**config.mk**
```make
export PLATFORM = sky130hd
export DESIGN_NAME = prim_clock_gating_ctrl
export DESIGN_NICKNAME = d
export VERILOG_FILES = /design/src/rtl/prim_clock_gating_ctrl.sv
export SDC_FILE = /design/constraint.sdc
export NUM_CORES = 1
export LEC_CHECK = 0
export BUFFER_PORTS_ARGS = -buffer_cell sky130_fd_sc_hd__buf_2
export CAP_MARGIN = 20
export CELL_PAD_IN_SITES_DETAIL_PLACEMENT = 1
export CELL_PAD_IN_SITES_GLOBAL_PLACEMENT = 2
export CORE_UTILIZATION = 32
export DETAILED_ROUTE_END_ITERATION = 8
export GPL_ROUTABILITY_DRIVEN = 0
export HOLD_SLACK_MARGIN = 0.03
export PLACE_DENSITY_LB_ADDON = 0.1
export SKIP_CTS_REPAIR_TIMING = 1
export SLEW_MARGIN = 20
export SYNTH_ARGS = -nofsm -noshare
export SYNTH_HDL_FRONTEND = slang
export SYNTH_SLANG_ARGS = --single-unit
```
**constraint.sdc**
```tcl
create_clock -name clk_i -period 1.7 [get_ports clk_i]
set_input_delay 0.17 -clock clk_i [delete_from_list [all_inputs] [get_ports clk_i]]
set_output_delay 0.17 -clock clk_i [all_outputs]
set_load 0.05 [all_outputs]
```
**src/rtl/prim_clock_gating_ctrl.sv**
```systemverilog
// Multi-channel clock-gate controller: a per-channel OFF/WAKE/ON/HOLD FSM
// drives one glitch-free clock-gate cell per channel.

module prim_clock_gating #(
  parameter int Impl = 0
) (
  input  logic clk_i,
  input  logic en_i,
  input  logic test_en_i,
  output logic clk_o
);

  logic en_hold;

  generate
    if (Impl == 0) begin : g_generic
      // Transparent-low latch keeps the enable stable while clk_i is high.
      always_latch begin
        if (!clk_i) begin
          en_hold = en_i | test_en_i;
        end
      end
    end else begin : g_xilinx
      // Falling-edge capture, equivalent to a BUFGCE-style synchronous enable.
      always_ff @(negedge clk_i) begin
        en_hold <= en_i | test_en_i;
      end
    end
  endgenerate

  assign clk_o = clk_i & en_hold;

endmodule

module prim_clock_gating_ctrl #(
  parameter int NumCh      = 4,
  parameter int WakeCycles = 2,
  parameter int HoldCycles = 8,
  parameter int Impl       = 1
) (
  input  logic             clk_i,
  input  logic             rst_i,
  input  logic             test_en_i,
  input  logic [NumCh-1:0] req_i,
  input  logic [NumCh-1:0] force_on_i,
  output logic [NumCh-1:0] clk_o,
  output logic [NumCh-1:0] en_o,
  output logic [NumCh-1:0] ack_o,
  output logic             all_off_o
);

  typedef enum logic [1:0] {
    OFF  = 2'd0,
    WAKE = 2'd1,
    ON   = 2'd2,
    HOLD = 2'd3
  } state_e;

  localparam logic [7:0] WakeInit = (WakeCycles > 0) ? 8'(WakeCycles - 1) : 8'd0;
  localparam logic [7:0] HoldInit = (HoldCycles > 0) ? 8'(HoldCycles - 1) : 8'd0;
  localparam logic       HasWake  = (WakeCycles > 0);
  localparam logic       HasHold  = (HoldCycles > 0);

  logic [NumCh-1:0] want;
  logic [NumCh-1:0] next_off;
  logic             all_off_q;

  assign want = req_i | force_on_i;

  genvar i;
  generate
    for (i = 0; i < NumCh; i++) begin : g_ch
      state_e     state;
      state_e     next_state;
      logic [7:0] cnt;
      logic [7:0] next_cnt;
      logic       next_en;
      logic       next_ack;
      logic       en_q;
      logic       ack_q;

      // State, counter and output registers; outputs follow next_state so
      // they change on the same edge as the state they describe.
      always_ff @(posedge clk_i) begin
        if (rst_i) begin
          state <= OFF;
          cnt   <= 8'd0;
          en_q  <= 1'b0;
          ack_q <= 1'b0;
        end else begin
          state <= next_state;
          cnt   <= next_cnt;
          en_q  <= next_en;
          ack_q <= next_ack;
        end
      end

      // Next-state logic; WAKE ignores want so a started wake always completes.
      always_comb begin
        next_state = state;
        next_cnt   = cnt;
        case (state)
          OFF: begin
            if (want[i]) begin
              if (HasWake) begin
                next_state = WAKE;
                next_cnt   = WakeInit;
              end else begin
                next_state = ON;
                next_cnt   = 8'd0;
              end
            end else begin
              next_state = OFF;
              next_cnt   = 8'd0;
            end
          end
          WAKE: begin
            if (cnt == 8'd0) begin
              next_state = ON;
            end else begin
              next_cnt = cnt - 8'd1;
            end
          end
          ON: begin
            if (!want[i]) begin
              if (HasHold) begin
                next_state = HOLD;
                next_cnt   = HoldInit;
              end else begin
                next_state = OFF;
                next_cnt   = 8'd0;
              end
            end else begin
              next_state = ON;
            end
          end
          HOLD: begin
            if (want[i]) begin
              next_state = ON;
              next_cnt   = 8'd0;
            end else if (cnt == 8'd0) begin
              next_state = OFF;
            end else begin
              next_cnt = cnt - 8'd1;
            end
          end
          default: begin
            next_state = OFF;
            next_cnt   = 8'd0;
          end
        endcase
      end

      // Output decode of the state about to be entered.
      always_comb begin
        next_en  = 1'b0;
        next_ack = 1'b0;
        case (next_state)
          OFF: begin
            next_en  = 1'b0;
            next_ack = 1'b0;
          end
          WAKE: begin
            next_en  = 1'b1;
            next_ack = 1'b0;
          end
          ON, HOLD: begin
            next_en  = 1'b1;
            next_ack = 1'b1;
          end
          default: begin
            next_en  = 1'b0;
            next_ack = 1'b0;
          end
        endcase
      end

      assign next_off[i] = (next_state == OFF);
      assign en_o[i]     = en_q;
      assign ack_o[i]    = ack_q;

      prim_clock_gating #(
        .Impl (Impl)
      ) u_gate (
        .clk_i     (clk_i),
        .en_i      (en_q),
        .test_en_i (test_en_i),
        .clk_o     (clk_o[i])
      );
    end
  endgenerate

  // Registered summary of every channel being gated off.
  always_ff @(posedge clk_i) begin
    if (rst_i) begin
      all_off_q <= 1'b1;
    end else begin
      all_off_q <= &next_off;
    end
  end

  assign all_off_o = all_off_q;

endmodule

```
==> impl_results.md <==
- Ranking of synthesized cells by area: dfxtp_1 (38%), nor2_1 (4.9%), nand2_1 (4.2%), o21ai_0 (3.8%), buf_4 (3.3%)
- Die Y-Extent: 94.8 um
- PwrDens: 2380 nW/um2
- Buffers plus inverters on the worst setup path: 1
- YS warnings: 0
- Vias per cell: 5.14
- TNS Setup: -2.51 ns
- Worst Tran Pin Value: 0.542 ns
- Initial antenna violation count: 0
- CP top delay family: flip-flops
- Synth top area share: 38.5%
- Residual DRC: 0
- Synthesized cell area: 2760 um2
- R2R Setup Slk: -0.18 ns
- Max Transition Viols Final: 0
- Clock-pin transition on the worst setup and hold timing paths: 0.09 ns
- Worst hold slack: 0.0783 ns
- Most common library cells after synthesis: dfxtp_1 (53), nor2_1 (36), nand2_1 (31), o21ai_0 (21)
- Crit path largest cell delay: 0.30 ns
- Yosys cell types: 55
- Global-route usage over all layers: 18.3%
- Critical Path Start Type: flop
- CP max stage cell: dfxtp_1
- # port buffers: 23
- Diode count: 0
- Post-synth EDFFs: 0
- Hold WC Path Type: in2reg
- WHS Path Cells: 2
- Grt ovf: 0
- Final WS setup: -0.390 ns
- Core Box Area: 8260 um2
- P&R area growth vs syn: 35.2%
- Dpl hpwl: 5640 um
- Setup crit end kind: output port
- Post-place setup slack: -0.157 ns
- Critical path fanouts, max: 1
- Failing checks: setup timing
- Antenna viol nets, final: 0
- First-pass GRT wire length: 12,300 um
- Placed insts: 495
- HP Start: rst_i
- Critical Path, Cell by Cell: and2_4 > buf_8
- Reg2reg end: g_ch[2].ack_q$_SDFF_PP0_
- Outcome: finished with violations
- Final Total Pwr: 8.88 mW
- RSZ-0062 raised after global routing: yes
- Nets: 425
- # IOs: 24
- Worst hold endpoint: g_ch[3].state[1]$_SDFF_PP0_
- Synth Register Bits: 53
- R2r worst-path depth: 6
- Pleak: 1.62 nW
- Non-filler instance count after layout: 513
- Syn_area_per_cell: 8.28 um2
- Synth Instances: 333
- Pin count of the biggest net entering global routing: 20
- Max IR drop VDD: 0.000866 V
- CP Class: reg2out
- # setup viols final: 20
- WL final: 7760 um
- Area leader, netlist: dfxtp_1
- Sequential area share after synthesis: 38.5%
- Worst-skew pair later-pin latency: 0.49 ns
- Syn nets: 351
- Routed WL per cell: 15.1 um
- CTS tree: yes
- FF-to-FF Start: g_ch[2].cnt[1]$_SDFFE_PP0P_
- Share of cells above drive strength 1: 35.5%
- Most frequent cell after synthesis: dfxtp_1
- Ys async rst share: 0%
- Max-cap violations: 0
- Max_slew headroom: 63.4%
- Initial Util: 33.4%
- DR iter-0 viols: 60
- Required time of the critical path: 1.53 ns
- Die Area: 8990 um2
- Vias in the first global route: 2,600
- 1st-pass router iterations: 4
- Top FF cell, synth: dfxtp_1
- Critical Path AT: 1.92 ns
- Hold Fails Final Rpt: 0
- Rows: 33
- Routed vias: 2,635
- Die width: 94.8 um
- Clock Skews: 0.0739 ns
-- cells in the final DEF (no fill, tap or decap), drive strengths merged, types with 2 or more instances in the layout --
master,count
xnor2,3
nor2,36
or2,5
nand3,3
a211oi,4
mux2i,2
clkbuf,11
buf,83
and2,7
a22o,2
nor3b,4
ha,7
a311oi,4
o21ai,23
o31ai,2
nand4,5
a31oi,5
o21a,4
nand2b,3
or3,10
nand2,31
and3,2
a21oi,15
nor3,15
a41oi,2
nor4,8
a21o,10
or4,4
o41ai,2
inv,18
o211ai,3
xor2,3
a2111oi,5
dfxtp,53
-- worst reg2reg max path: stages (launching register included) --
cell and delay (ns):
dfxtp_1 0.33, inv_2 0.08, ha_4 0.12, or4b_4 0.50
or3_4 0.46, mux2i_1 0.21, nor2_1 0.06
-- report_power, final --
part	internal (mW)	switching (mW)	leakage [nW]	total (mW)
logic	2.41	2.69	1.03	5.10
clock network	0.874	0.854	0.149	1.73
registers	1.68	0.372	0.438	2.05
total	4.96	3.92	1.62	8.88
-- flip-flops by register name (all words and copies together) (netlist names) --
signal,flops
g_ch.en_q,4
g_ch.state,8
g_ch.cnt,32
all_off_o,1
g_ch.u_gate.en_hold,4
g_ch.ack_q,4
-- worst max-delay path by stage --
| stage | startpoint | to | slack, ns | cells past startpoint |
|---|---|---|---|---|
| finish | g_ch[0].u_gate.en_hold$_DFF_N_ | clk_o[0] | -0.39 | 2 |
| global route | g_ch[0].u_gate.en_hold$_DFF_N_ | clk_o[0] | -0.44 | 2 |
| global placement | g_ch[2].cnt[0]$_SDFFE_PP0P_ | all_off_o$_SDFF_PP1_ | -0.09 | 6 |
| CTS | g_ch[1].u_gate.en_hold$_DFF_N_ | clk_o[1] | -0.50 | 2 |
| detailed placement | g_ch[2].cnt[0]$_SDFFE_PP0P_ | all_off_o$_SDFF_PP1_ | -0.16 | 6 |
| floorplan | g_ch[2].cnt[0]$_SDFFE_PP0P_ | all_off_o$_SDFF_PP1_ | -0.06 | 7 |
-- logic make-up after synthesis --
group | after synthesis | share of synthesized area, %
compound gates | 88 | 22.2
mux | 3 | 1.13
simple gates | 138 | 26.1
xor+xnor | 6 | 1.91
fa+ha+maj | 7 | 3.18
flops | 53 | 38.5
buf+inv | 38 | 6.90
-- stage by stage --
step | cell area (um2) | utilization (%)
detailed placement | 3330 | 40.4
finish | 3730 | 45.1
CTS | 3490 | 42.3
global route | 3730 | 45.1
global placement | 3330 | 40.4
floorplan | 2810 | -
-- layout make-up --
class / count / area, um2
timing repair buffer: 79 / 553
clock buffer: 15 / 191
clock inverter: 5 / 32.5
inverter: 14 / 52.6
tap: 105 / 131
multi-input combinational: 242 / 1700
sequential: 53 / 1070
fill: 1010 / 4530
-- layer usage --
metal	vias to the layer above	wire, um	track usage, %
li1	1345	-	-
met1	1248	3730	23.0
met2	33	3720	28.5
met3	9	211	5.31
met4	0	106	8.59
met5	-	0	0
(Power assumes the default switching activity.)
